### config.mk
export PLATFORM = sky130hd
export DESIGN_NAME = btn_input
export DESIGN_NICKNAME = d
export VERILOG_FILES = /design/src/rtl/btn_pkg.sv /design/src/rtl/btn_debounce.sv /design/src/rtl/btn_input.sv
export SDC_FILE = /design/constraint.sdc
export NUM_CORES = 1
export LEC_CHECK = 0
export BUFFER_PORTS_ARGS = -buffer_cell sky130_fd_sc_hd__buf_4
export CAP_MARGIN = 20
export CORE_MARGIN = 3
export CORE_UTILIZATION = 55
export DETAILED_ROUTE_END_ITERATION = 12
export PLACE_DENSITY = 0.67
export SYNTH_ARGS = -nofsm -noshare
export SYNTH_HDL_FRONTEND = slang
export SYNTH_SLANG_ARGS = --single-unit
### constraint.sdc
create_clock -name clk -period 4.47 [get_ports clk]
set_input_delay 0.6705 -clock clk [delete_from_list [all_inputs] [get_ports clk]]
set_output_delay 0.6705 -clock clk [all_outputs]
set_load 0.05 [all_outputs]
### src/rtl/btn_pkg.sv
// Shared types and 50 MHz default timing constants for the button conditioner.
package btn_pkg;
  typedef enum logic [1:0] {IDLE, DEB_PRESS, HELD, DEB_RELEASE} btn_state_e;

  localparam int DEF_DEB_CYCLES    = 500_000;     // 10 ms
  localparam int DEF_LONG_CYCLES   = 50_000_000;  // 1 s
  localparam int DEF_REPEAT_CYCLES = 12_500_000;  // 250 ms
endpackage

### src/rtl/btn_debounce.sv
// One button: 2-flop synchroniser, debounce FSM, long-press and auto-repeat timing.
// Auto-repeat is built only when BTN_REPEAT_EN is defined.
module btn_debounce
  import btn_pkg::*;
#(
  parameter int DEB_CYCLES    = DEF_DEB_CYCLES,
  parameter int LONG_CYCLES   = DEF_LONG_CYCLES,
  parameter int REPEAT_CYCLES = DEF_REPEAT_CYCLES
) (
  input  logic clk,
  input  logic reset,
  input  logic btn_n,
  output logic pressed,
  output logic press_pulse,
  output logic release_pulse,
  output logic long_pulse,
  output logic repeat_pulse
);
  localparam int DW = $clog2(DEB_CYCLES);
  localparam int HW = $clog2(LONG_CYCLES);

  if (DEB_CYCLES < 2 || LONG_CYCLES <= DEB_CYCLES || REPEAT_CYCLES < 2) begin : g_param_check
    $error("btn_debounce: illegal timing parameters");
  end

  btn_state_e      r_state;
  logic [1:0]      r_sync;
  logic [DW-1:0]   r_deb_cnt;
  logic [HW-1:0]   r_hold_cnt;
  logic            r_long_done;
  logic            r_pressed;
  logic            r_press;
  logic            r_release;
  logic            r_long;
  logic            w_sync;

  assign w_sync = r_sync[1];

`ifdef BTN_REPEAT_EN
  localparam int RW = $clog2(REPEAT_CYCLES);
  logic [RW-1:0] r_rep_cnt;
  logic          r_repeat;
  assign repeat_pulse = r_repeat;
`else
  assign repeat_pulse = 1'b0;
`endif

  always_ff @(posedge clk or posedge reset) begin
    if (reset) begin
      r_state     <= IDLE;
      r_sync      <= 2'b11;
      r_deb_cnt   <= '0;
      r_hold_cnt  <= '0;
      r_long_done <= 1'b0;
      r_pressed   <= 1'b0;
      r_press     <= 1'b0;
      r_release   <= 1'b0;
      r_long      <= 1'b0;
`ifdef BTN_REPEAT_EN
      r_rep_cnt   <= '0;
      r_repeat    <= 1'b0;
`endif
    end else begin
      r_sync    <= {r_sync[0], btn_n};
      r_press   <= 1'b0;
      r_release <= 1'b0;
      r_long    <= 1'b0;
`ifdef BTN_REPEAT_EN
      r_repeat  <= 1'b0;
`endif
      case (r_state)
        IDLE: begin
          if (!w_sync) begin
            r_state   <= DEB_PRESS;
            r_deb_cnt <= '0;
          end
        end
        DEB_PRESS: begin
          if (w_sync) begin
            r_state <= IDLE;
          end else if (r_deb_cnt == DW'(DEB_CYCLES - 1)) begin
            r_state     <= HELD;
            r_pressed   <= 1'b1;
            r_press     <= 1'b1;
            r_hold_cnt  <= '0;
            r_long_done <= 1'b0;
`ifdef BTN_REPEAT_EN
            r_rep_cnt   <= '0;
`endif
          end else begin
            r_deb_cnt <= r_deb_cnt + DW'(1);
          end
        end
        HELD: begin
          // Saturated count plus a done flag makes the long event exactly LONG_CYCLES after press.
          if (r_hold_cnt != HW'(LONG_CYCLES - 1)) begin
            r_hold_cnt <= r_hold_cnt + HW'(1);
          end else if (!r_long_done) begin
            r_long      <= 1'b1;
            r_long_done <= 1'b1;
          end
`ifdef BTN_REPEAT_EN
          if (r_long_done) begin
            if (r_rep_cnt == RW'(REPEAT_CYCLES - 1)) begin
              r_rep_cnt <= '0;
              r_repeat  <= 1'b1;
            end else begin
              r_rep_cnt <= r_rep_cnt + RW'(1);
            end
          end
`endif
          if (w_sync) begin
            r_state   <= DEB_RELEASE;
            r_deb_cnt <= '0;
          end
        end
        DEB_RELEASE: begin
          if (!w_sync) begin
            r_state <= HELD;
          end else if (r_deb_cnt == DW'(DEB_CYCLES - 1)) begin
            r_state   <= IDLE;
            r_pressed <= 1'b0;
            r_release <= 1'b1;
          end else begin
            r_deb_cnt <= r_deb_cnt + DW'(1);
          end
        end
        default: r_state <= IDLE;
      endcase
    end
  end

  assign pressed       = r_pressed;
  assign press_pulse   = r_press;
  assign release_pulse = r_release;
  assign long_pulse    = r_long;
endmodule

### src/rtl/btn_input.sv
// Conditions NBTN raw active-low buttons into held levels and single-cycle events.
// Define BTN_REPEAT_EN to build the auto-repeat pulses.
module btn_input
  import btn_pkg::*;
#(
  parameter int NBTN          = 2,
  parameter int DEB_CYCLES    = DEF_DEB_CYCLES,
  parameter int LONG_CYCLES   = DEF_LONG_CYCLES,
  parameter int REPEAT_CYCLES = DEF_REPEAT_CYCLES
) (
  input  logic            clk,
  input  logic            reset,
  input  logic [NBTN-1:0] btn_n,
  output logic [NBTN-1:0] pressed,
  output logic [NBTN-1:0] press_pulse,
  output logic [NBTN-1:0] release_pulse,
  output logic [NBTN-1:0] long_pulse,
  output logic [NBTN-1:0] repeat_pulse
);
  for (genvar i = 0; i < NBTN; i++) begin : g_btn
    btn_debounce #(
      .DEB_CYCLES   (DEB_CYCLES),
      .LONG_CYCLES  (LONG_CYCLES),
      .REPEAT_CYCLES(REPEAT_CYCLES)
    ) u_deb (
      .clk          (clk),
      .reset        (reset),
      .btn_n        (btn_n[i]),
      .pressed      (pressed[i]),
      .press_pulse  (press_pulse[i]),
      .release_pulse(release_pulse[i]),
      .long_pulse   (long_pulse[i]),
      .repeat_pulse (repeat_pulse[i])
    );
  end
endmodule

-- Word level (Yosys, flattened, before mapping)
Index checks and enable logic that the tools add are counted.
- bits of input ports: 4
- logic and storage cells: 134
- register bits after elaboration: 108
- add/sub/neg operators: 4
- eq/ne operators: 30
- muxes and demuxes: 66
- reductions and logical operators: 16
- operators by type and width (operator ; count):
    two-way mux 19 bit ; 10
    two-way mux 26 bit ; 6
    one-hot mux 19 bit (4 select lines) ; 2
    one-hot mux 26 bit (2 select lines) ; 2
    adder 26 x 1 -> 26 bit, second input constant ; 2
    inequality test 26 bit, second input constant ; 2
    adder 19 x 1 -> 19 bit, second input constant ; 2
    == test 19 bit, second input constant ; 2
    AND reduction 4 bit ; 8
    two-way mux 1 bit ; 28
    two-way mux 2 bit ; 12
    inequality test 2 x 1 -> 1 bit, second input constant ; 10
    one-hot mux 2 bit (4 select lines) ; 2
    inequality test 2 bit, second input constant ; 6
    AND reduction 5 bit ; 2
    == test 2 bit, second input constant ; 4
    one-hot mux 1 bit (2 select lines) ; 4
    nonzero test 2 bit ; 4
    inequality test 3 x 1 -> 1 bit, second input constant ; 2
    inequality test 3 bit, second input constant ; 2
    == test 2 x 1 -> 1 bit, second input constant ; 2
    logical NOT 2 bit ; 2

-- Depth between registers and ports, before layout
Gate-level depths: netlist of the first run.
- depth in word-level cells: 4
- depth in mapped cells: 8
- mapped depth without buffers: 7

-- Modules after synthesis
A second synthesis of the first run with hierarchy kept.
- cells, all modules: 613
- area total of the unflattened synthesis: 5804.3 µm²
- by module, submodules not included (module ; cells each ; area each (µm²) ; times used):
    btn_debounce at g_btn[0].u_deb ; 302 ; 2902.8 ; 1
    btn_debounce at g_btn[1].u_deb ; 311 ; 2901.5 ; 1

-- Least setup slack after synthesis of the first run
No wires, ideal clock.
- path kind: register -> register
- start point: register g_btn[0].u_deb.r_deb_cnt[11]
- end point: register g_btn[0].u_deb.r_hold_cnt[12]
- arrival: 2322 ps
- clock period less this slack: 2446 ps
- cell stages (with the launch flop): 8
- path slack: 2024 ps
- required time: 4346 ps
- cells stage by stage: dfrtp_1 -> or4_4 -> or4_4 -> or3_4 -> clkinv_4 -> o21ai_4 -> buf_6 -> a211o_1
- longest elaborated chain between the ends: 3
- RTL lines (element ; line ; text):
    from (decl) ; btn_debounce.sv:28 ; logic [DW-1:0] r_deb_cnt;
    from (signal assigned) ; btn_debounce.sv:91 ; r_deb_cnt <= r_deb_cnt + DW'(1);
    from (signal assigned) ; btn_debounce.sv:125 ; r_deb_cnt <= r_deb_cnt + DW'(1);
    == test 19 bit ; btn_debounce.sv:81 ; end else if (r_deb_cnt == DW'(DEB_CYCLES - 1)) begin
    inequality test 2 x 1 -> 1 bit (no source line) ; n/a ;
    AND reduction 4 bit (no source line) ; n/a ;
    to (signal assigned) ; btn_debounce.sv:97 ; r_hold_cnt <= r_hold_cnt + HW'(1);
    to (decl) ; btn_debounce.sv:29 ; logic [HW-1:0] r_hold_cnt;
Every way passes these cells.
A chain may end at the register's enable or synchronous reset.

-- Worst setup path in the final report of the first run
- start point: register g_btn[0].u_deb.r_deb_cnt[11]
- end point: register g_btn[0].u_deb.r_hold_cnt[19]
The elaborated chain is that of the path after synthesis.

==> results.toml, run 1 <==
[outcome]
status = "finished, final reports clean"

[pwr]
power_density_nw_per_um2 = 276
p_int_mw = 1.31
seq_power_share_pct = 59.0
power_frac_clock_pct = 36.5
comb_power_share_pct = 4.5
vdd_ir_drop_max_uv = 254
p_switching_mw = 0.415
swShare_pct = 24.0
p_leak_nw = 2.79

[route]
routed_via_density = 6.12
wl_per_cell_um = 15.7
drt_first_pass_iters = 4
wl_um = 12300
final_antenna_net_count = 0
drtIter0Drc = 284
drc_errors = 0
via_count = 4801

[timing]
fin_tns_setup_ns = 0
slew_headroom_pct = 31.9
maxSlewViolCount = 0
setup_viol = 0
finalCritPeriodShare_pct = 58.7
rsz0062_at_grt = "no"
min_period_ns = 2.63
skew_ns = 0.0136
fmax_ghz = 0.381
worst_slew_pin_slew_ns = 1.01
finalHoldViolations = 0

[synthesis]
synth-main-ff-cell = "dfrtp_1"
ys_ff_latch = 108
synth_async_sr_flop_share_pct = 100
synth.most_common_cell = "dfrtp_1"
seq_area_frac_synth_pct = 45.8
synthTopCellsByCount = "dfrtp_1, nand2_1, nor2_1"
yosysTopAreaCell = "dfrtp_1"
synth_area_leaders = "dfrtp_1, nand2_1, nor2_1"
yosys_warnings = 0
synth_enable_flop_cells = 0
yosysTopAreaCellShare_pct = 44.0
synth.avg_cell_area_sq_um = 9.11
netlist_area_sq_um = 5910
yosysUniqueCellTypes = 65
synthCells = 649

[layout]
drive_gt1_share_pct = 10.0
diodes = 0
post-route-cell-area_sq_um = 6270
fin_nets = 652
regArea_sq_um = 2710
area_growth_pct = 6.18
fill_cells = 922
multi_input_area_sq_um = 2970

[clock_tree]
clockRootBuffer = "clkbuf_8"
hold_buffers = 0
clk_latency_ns = 0.39
cts_setup_buffers = 0
cts.sinks = 108
cts-htree-levels = 3
clkTransAtPathRegs_ns = 0.10
clk_path_buf_depth = 2
post_cts_resized = 0
cts_buffers = 9
cts_tree = "built"

[die]
initial_core_util_pct = 57.0
core-area_sq_um = 10400
die_h_um = 110
io_pins = 14
die_w_um = 110
dieArea_sq_um = 12000
rows = 37

[place]
place_area_sq_um = 6030
place_hpwl_um = 8290
gp_congestion = 0.830
portBuffers = 11

[critical_path]
path_common_cell = "or4_4"
cp_slowest_cell = "or4_4"
cp_cell_sequence = "or4_4 -> or4_4 -> or3_4 -> clkinv_4 -> o21ai_4 -> a221o_2"
arrival_ns = 2.89
crit_fanout = 15
startpoint_type = "flip-flop"
max_stage_delay_ns = 0.55
critical_path_required_ns = 4.73
end_kind = "flip-flop"
critical_path_class = "flip-flop to flip-flop"

[global_route]
antenna_found_initial = 0
grt_use_total_pct = 22.3
grt_max_degree = 86
globalRouteOverflowTotal = 0
first_global_vias = 4513
grt_first_pass_wirelength_um = 21400

[job]
drv_cap = 0

[worst_hold_path]
hp-class = "input port to asynchronous set/reset pin"
==> stage by stage <==
step / hold slack (ns) / setup slack [ns] / util (%) / power [mW] / instances
after CTS: 0.354 / 1.45 / 60.1 / 1.76 / 783
final: 0.260 / 1.84 / 60.5 / 1.73 / 785
after global placement: 0.346 / 1.60 / 58.1 / 1.11 / 767
after global routing: 0.257 / 1.66 / 60.5 / 1.81 / 785
after detailed placement: 0.347 / 1.47 / 58.1 / 1.12 / 767
after floorplan: 0.345 / 0.961 / - / 1.09 / 650
==> critical path, delay by kind of cell, from the launching register on <==
family,cells,cell delay (ns)
AO/OA/AOI/OAI,2,0.56
buffers and inverters,1,0.07
flip-flops,1,0.43
AND/OR/NAND/NOR,3,1.43
==> flip-flops by register name, summed over array words and instances, names as in the netlist, named ones only <==
register / cells
g_btn.u_deb.r_hold_cnt: 52
g_btn.u_deb.r_deb_cnt: 38
g_btn.u_deb.r_sync: 4
g_btn.u_deb.long_pulse: 2
g_btn.u_deb.press_pulse: 2
g_btn.u_deb.pressed: 2
g_btn.u_deb.r_long_done: 2
g_btn.u_deb.r_state: 2
g_btn.u_deb.release_pulse: 2
==> worst paths after layout <==
path | start | to | slack, ns | cells past startpoint
worst max register to register | g_btn[0].u_deb.r_deb_cnt[11]$_DFFE_PP0P_ | g_btn[0].u_deb.r_hold_cnt[19]$_DFFE_PP0P_ | 1.84 | 6
min in group clk | g_btn[0].u_deb.r_sync[0]$_DFF_PP1_ | g_btn[0].u_deb.r_sync[1]$_DFF_PP1_ | 0.36 | 0
worst min register to register | g_btn[0].u_deb.r_sync[0]$_DFF_PP1_ | g_btn[0].u_deb.r_sync[1]$_DFF_PP1_ | 0.36 | 0
worst min-delay path | reset | g_btn[1].u_deb.r_deb_cnt[13]$_DFFE_PP0P_ | 0.26 | 2
worst max-delay path | g_btn[0].u_deb.r_deb_cnt[11]$_DFFE_PP0P_ | g_btn[0].u_deb.r_hold_cnt[19]$_DFFE_PP0P_ | 1.84 | 6
max in group asynchronous | reset | g_btn[0].u_deb.r_hold_cnt[17]$_DFFE_PP0P_ | 3.23 | 4
==> cell usage in the layout, fill, tap and decap left out, drive strengths merged, types with 3 or more instances in the layout <==
master | synthesis | layout
ha | 4 | 4
or4 | 9 | 9
nand2 | 65 | 65
o21ai | 39 | 39
o21a | 3 | 3
nor4b | 4 | 4
a22o | 7 | 7
nand2b | 3 | 3
inv | 13 | 14
dfstp | 4 | 4
nor3 | 23 | 23
o31ai | 3 | 3
nand4 | 31 | 31
nand3 | 41 | 41
buf | 14 | 18
a31oi | 18 | 18
mux2 | 4 | 4
a211o | 11 | 11
a21oi | 29 | 29
nor4 | 12 | 12
a21o | 3 | 3
or3 | 8 | 8
a21boi | 3 | 3
xor2 | 13 | 13
and3 | 26 | 26
nor3b | 4 | 4
nor2b | 6 | 6
and4 | 6 | 6
mux2i | 15 | 15
xnor2 | 9 | 9
clkbuf | 21 | 12
nor2 | 61 | 61
dfrtp | 104 | 104
and2 | 3 | 3
a41oi | 3 | 3
==> power by group through the flow <==
stage	Combinational (mW)	Clock [mW]	Sequential, mW
2_1_floorplan	0.0659	0	1.03
3_3_place_gp	0.0743	0	1.04
3_5_place_dp	0.0777	0	1.04
4_1_cts	0.0774	0.659	1.02
5_1_grt	0.0899	0.697	1.03
6_report	0.0780	0.631	1.02
==> layer usage <==
layer  GRT usage, %  up-vias  share of wire (%)
met3           5.34        8                3.6
met1           30.9     2331                 49
met5              0        -                  0
met2           35.5       81                 46
li1               -     2381                  -
met4           5.34        0               0.84
==> logic make-up after synthesis <==
| group | share of synthesized area, % |
|---|---|
| and+or+nand+nor | 27.7 |
| AOI/OAI and AO/OA | 15.0 |
| buffers and inverters | 4.02 |
| DFF | 45.8 |
| adders and majority gates | 0.847 |
| xor gates and xnor gates | 3.26 |
| muxes | 3.30 |
| other | 0.0635 |
==> layout make-up <==
cell class | count | area share (%)
clock buffers | 12 | 2.47
clock inverters | 4 | 0.877
inverters | 14 | 0.957
multi-input cells | 493 | 47.3
flip-flops and latches | 108 | 43.2
well taps | 136 | 2.71
repair buffers | 18 | 2.53
Note: power is estimated with default switching activity, not from simulation.
==> inputs of run 2 (changes only) <==
==> constraint.sdc (replaced) <==
create_clock -name clk -period 2.65 [get_ports clk]
set_input_delay 0.3975 -clock clk [delete_from_list [all_inputs] [get_ports clk]]
set_output_delay 0.3975 -clock clk [all_outputs]
set_load 0.05 [all_outputs]
==> run 2 against run 1 <==
  * Die area is the same
  * Combinational power rose by 68%
  * Via count grew 1.1%
  * Worst setup slack got worse by 1.8 ns
  * Worst hold slack lost 0.16 ns
  * Non-clock buffer count rose by 12
  * First-iteration DRC count is 1.1% higher
  * Total power rose by 75%
  * Critical path depth unchanged
  * Core utilization is 0.99 points higher
  * Final cell count rose by 1.5%
==> results.toml, run 2 (synthesis gave the netlist of run 1 again) <==
[outcome]
status = "finished, final reports clean"

[timing]
slew_headroom_pct = 51.1
setup_viol = 0
worst_slew_pin_slew_ns = 0.731
maxSlewViolCount = 0
fmax_ghz = 0.389
setup_ws_ns = 0.0804
rsz0062_at_grt = "no"
min_period_ns = 2.57
finalCritPeriodShare_pct = 97.0
finalHoldViolations = 0
fin_tns_setup_ns = 0
skew_ns = 0.00890

[layout]
regMostFlops = "g_btn.u_deb.r_hold_cnt"
drive_gt1_share_pct = 11.6
post-route-util_pct = 61.5
diodes = 0
fin_nets = 664
final_cell_mix = "dfrtp_1, nand2_1, nor2_1"
area_growth_pct = 7.92
stdcell_count = 797
final_common_cell = "dfrtp_1"
largest_register_ffs = 52
reg_top3 = "g_btn.u_deb.r_hold_cnt: 52 flops, g_btn.u_deb.r_deb_cnt: 38 flops, g_btn.u_deb.r_sync: 4 flops"

[clock_tree]
cts_tree = "built"
clk_path_buf_depth = 2
clkTransAtPathRegs_ns = 0.10
post_cts_resized = 0
hold_buffers = 0
cts_buffers = 9
clockRootBuffer = "clkbuf_8"
clk_latency_ns = 0.39
cts.sinks = 108
cts_setup_buffers = 0
cts-htree-levels = 3

[critical_path]
path_buf_inv = 1
critical_path_required_ns = 2.93
critical_path_class = "flip-flop to flip-flop"
crit_fanout = 15
end_kind = "flip-flop"
critical-path-top-delay-family = "simple AND/OR/NAND/NOR gates"
max_stage_delay_ns = 0.54
startpoint_type = "flip-flop"
arrival_ns = 2.85
cp_cell_sequence = "or4_4 -> or4_4 -> or3_4 -> clkinv_4 -> o21ai_4 -> a221o_2"
path_common_cell = "or4_4"
cp_slowest_cell = "or4_4"

[route]
wl_per_cell_um = 15.4
drt_first_pass_iters = 4
drtIter0Drc = 287
final_antenna_net_count = 0
wl_um = 12300
drc_errors = 0
via_count = 4855
routed_via_density = 6.09

[global_route]
grt_first_pass_wirelength_um = 21200
use_met1_pct = 31.3
grtUsageMet3_pct = 5.23
first_global_vias = 4521
grt_max_degree = 109
grt_use_total_pct = 22.0
top_usage_layer = "met2"
grtUsageMet2_pct = 34.0
antenna_found_initial = 0
globalRouteOverflowTotal = 0

[pwr]
vdd_ir_drop_max_uv = 598
power_density_nw_per_um2 = 474
p_total_mw = 3.02
p_leak_nw = 2.86

[place]
place_hpwl_um = 8110
portBuffers = 11
dp_slack_ns = 0.0655
dp.cells = 780
gp_congestion = 0.832

[die]
initial_core_util_pct = 57.0
core-area_sq_um = 10400
die_h_um = 110
io_pins = 14
dieArea_sq_um = 12000
rows = 37
die_w_um = 110

[job]
drv_cap = 0

[worst_hold_path]
hp-class = "input port to flip-flop"
-- run 2: changes by cell type in the layout (fill, tap and decap cells not counted), sizes merged --
cell / previous run / this run
clkinv: 2 / 1
bufinv: 1 / 2
buf: 18 / 30
-- run 2: power by group --
| part | switching (mW) | internal (mW) | total, mW |
|---|---|---|---|
| sequential | 0.0397 | 1.68 | 1.72 |
| clock | 0.583 | 0.592 | 1.17 |
| combinational | 0.0883 | 0.0428 | 0.131 |
| total | 0.711 | 2.31 | 3.02 |
-- run 2: final timing paths --
kind                                                     startpoint                                        end  slack [ns]  cells after the start
hold reg to reg                  g_btn[0].u_deb.r_sync[0]$_DFF_PP1_         g_btn[0].u_deb.r_sync[1]$_DFF_PP1_        0.36                      0
setup reg to reg           g_btn[0].u_deb.r_deb_cnt[11]$_DFFE_PP0P_  g_btn[0].u_deb.r_hold_cnt[23]$_DFFE_PP0P_        0.08                      6
setup / recovery           g_btn[0].u_deb.r_deb_cnt[11]$_DFFE_PP0P_  g_btn[0].u_deb.r_hold_cnt[23]$_DFFE_PP0P_        0.08                      6
min in group asynchronous                                     reset    g_btn[0].u_deb.r_deb_cnt[9]$_DFFE_PP0P_        0.15                      3
hold / removal                                             btn_n[0]         g_btn[0].u_deb.r_sync[0]$_DFF_PP1_        0.10                      1
max in group asynchronous                                     reset  g_btn[0].u_deb.r_hold_cnt[23]$_DFFE_PP0P_        2.06                      3
-- run 2: final cells by class --
cell class	instances	area, sq um
Sequential cell	108	2710
Clock buffer	12	155
Multi-Input combinational cell	493	2970
Inverter	14	61.3
Fill cell	919	3990
Timing Repair Buffer	30	238
Tap cell	136	170
Clock inverter	4	77.6
-- run 2: layer usage --
layer | vias up | part of all wire, %
li1 | 2404 | -
met1 | 2340 | 48
met2 | 99 | 46
met3 | 12 | 4.4
met4 | 0 | 1.0
met5 | - | 0
-- run 2: stage by stage --
step	hold WS, ns	instance area, sq um
detailed placement	0.351	6140
global placement	0.349	6140
floorplan	0.345	5920
global route	0.0726	6380
finish	0.102	6380
CTS	0.0792	6370
==> inputs of run 3 (changes only) <==
==> constraint.sdc (replaced) <==
create_clock -name clk -period 2.4 [get_ports clk]
set_input_delay 0.36 -clock clk [delete_from_list [all_inputs] [get_ports clk]]
set_output_delay 0.36 -clock clk [all_outputs]
set_load 0.05 [all_outputs]
==> run 3 against run 2 <==
  * Critical path type unchanged
  * Largest power group unchanged
  * Register-to-register slack got worse by 0.10 ns
  * Worst setup slack worse by 0.10 ns
  * The flow now finishes with violations (negative setup slack)
  * Sequential cell count stayed put
==> results.toml, run 3 (synthesis gave the netlist of run 1 again) <==
[layout]
drive_gt1_share_pct = 13.5
reg_top3 = "g_btn.u_deb.r_hold_cnt: 52 flops, g_btn.u_deb.r_deb_cnt: 38 flops, g_btn.u_deb.r_sync: 4 flops"
final_common_cell = "dfrtp_1"
fin_nets = 679
final_cell_mix = "dfrtp_1, nand2_1, nor2_1"
largest_register_ffs = 52
diodes = 0
area_growth_pct = 9.65
regMostFlops = "g_btn.u_deb.r_hold_cnt"
stdcell_count = 812

[critical_path]
critical_path_required_ns = 2.67
startpoint_type = "flip-flop"
max_stage_delay_ns = 0.54
cp_cell_sequence = "or4_4 -> or4_4 -> or3_4 -> clkinv_4 -> o21ai_4 -> a221o_2"
reg2reg_from = "g_btn[0].u_deb.r_deb_cnt[12]$_DFFE_PP0P_"
r2r_end = "g_btn[0].u_deb.r_hold_cnt[23]$_DFFE_PP0P_"
r2r_slack_ns = -0.02
end_kind = "flip-flop"
crit_fanout = 8
arrival_ns = 2.69
critical_path_class = "flip-flop to flip-flop"
path_common_cell = "or4_4"
cp_slowest_cell = "or4_4"
reg2reg_depth = 6

[global_route]
antenna_found_initial = 0
grt_use_total_pct = 22.9
globalRouteOverflowTotal = 0
grt_max_degree = 109
first_global_vias = 4780
grt_first_pass_wirelength_um = 22200

[clock_tree]
clockRootBuffer = "clkbuf_8"
cts.sinks = 108
cts_buffers = 9
cts_tree = "built"
clkTransAtPathRegs_ns = 0.10
cts-htree-levels = 3
hold_buffers = 0
cts_setup_buffers = 0
clk_path_buf_depth = 2
clk_latency_ns = 0.39

[timing]
setup_viol = 2
rsz0062_at_grt = "yes"
whs_ns = 0.0722
slew_headroom_pct = 55.6
finalHoldViolations = 0
setup_ws_ns = -0.0225
fmax_ghz = 0.413
finalCritPeriodShare_pct = 101
skew_ns = 0.0188
min_period_ns = 2.42
worst_slew_pin_slew_ns = 0.661
maxSlewViolCount = 0

[worst_hold_path]
hp-start = "btn_n[0]"
hp-class = "input port to flip-flop"
hold_path_depth = 1
hold_path_end = "g_btn[0].u_deb.r_sync[0]$_DFF_PP1_"

[die]
rows = 37
dieArea_sq_um = 12000
io_pins = 14
initial_core_util_pct = 57.0
die_w_um = 110
core-area_sq_um = 10400
die_h_um = 110

[route]
wl_um = 12700
drtIter0Drc = 314
drt_first_pass_iters = 4
via_count = 5000
drc_errors = 0
final_antenna_net_count = 0
wl_per_cell_um = 15.7
routed_via_density = 6.16

[place]
portBuffers = 11
place_hpwl_um = 8760
dp.cells = 795
dp_slack_ns = -0.0936
gp_congestion = 0.865

[outcome]
status = "finished, violations left"
violations = "negative setup slack"

[pwr]
p_leak_nw = 2.92
vdd_ir_drop_max_uv = 431
power_density_nw_per_um2 = 488

[job]
drv_cap = 0
run 3: cell types whose count changed in the layout (fill, tap and decap cells not counted), moves of 2 or more:
cell / change
clkbuf_8: -2
clkinvlp_4: +2
buf_6: +2
buf_4: +11
inv_6: -2
clkinv_4: +2
run 3: final cells by class:
cell class | instances | area, sq um
Timing Repair Buffer | 44 | 363
Sequential cell | 108 | 2710
Multi-Input combinational cell | 494 | 2980
Clock buffer | 11 | 131
Fill cell | 915 | 3890
Tap cell | 136 | 170
Inverter | 14 | 61.3
Clock inverter | 5 | 62.6
run 3: how the worst max path moves through the flow:
stage,cells past startpoint,slack [ns],to,startpoint
after floorplan,7,0.0007,g_btn[0].u_deb.r_hold_cnt[12]$_DFFE_PP0P_,g_btn[0].u_deb.r_deb_cnt[11]$_DFFE_PP0P_
after global placement,6,-0.05,g_btn[0].u_deb.r_hold_cnt[23]$_DFFE_PP0P_,g_btn[0].u_deb.r_deb_cnt[12]$_DFFE_PP0P_
after detailed placement,6,-0.09,g_btn[0].u_deb.r_hold_cnt[23]$_DFFE_PP0P_,g_btn[0].u_deb.r_deb_cnt[12]$_DFFE_PP0P_
after CTS,6,-0.04,g_btn[0].u_deb.r_hold_cnt[23]$_DFFE_PP0P_,g_btn[0].u_deb.r_deb_cnt[12]$_DFFE_PP0P_
after global routing,6,-0.09,g_btn[0].u_deb.r_hold_cnt[19]$_DFFE_PP0P_,g_btn[0].u_deb.r_deb_cnt[12]$_DFFE_PP0P_
final,6,-0.02,g_btn[0].u_deb.r_hold_cnt[23]$_DFFE_PP0P_,g_btn[0].u_deb.r_deb_cnt[12]$_DFFE_PP0P_
run 3: critical path, delay by kind of cell (launching register included):
kind	cells	cell delay (ns)
AOI/OAI and AO/OA	2	0.49
buffers and inverters	1	0.08
DFF	1	0.40
and+or+nand+nor	3	1.33
run 3: what timing repair did:
item	CTS	global route
endpoints found under the hold margin	0	0
pin swaps	6	1
resized for setup	0	3
endpoints found under the setup margin	19	22
cloned	1	0
run 3: metal layers:
metal / up-vias / GRT usage [%] / share of wire, %
li1: 2438 / - / -
met1: 2484 / 31.6 / 48
met2: 70 / 37.2 / 48
met3: 8 / 5.58 / 3.8
met4: 0 / 4.54 / 0.85
met5: - / 0 / 0
run 3: power breakdown:
part,switching [mW],leakage [nW],internal (mW)
combinational,0.0999,1.34,0.0489
sequential,0.0436,1.49,1.85
clock,0.628,0.0897,0.487
total,0.772,2.92,2.39
run 3: per-stage QoR:
step                power (mW)  utilization [%]  setup TNS, ns  area (sq um)
detailed placement        2.08             60.4         -0.360          6260
global route              3.30             62.5         -0.997          6480
CTS                       3.20             62.3         -0.104          6460
global placement          2.08             60.4        -0.0905          6260
finish                    3.16             62.5        -0.0405          6480
floorplan                 2.04                -              0          5920
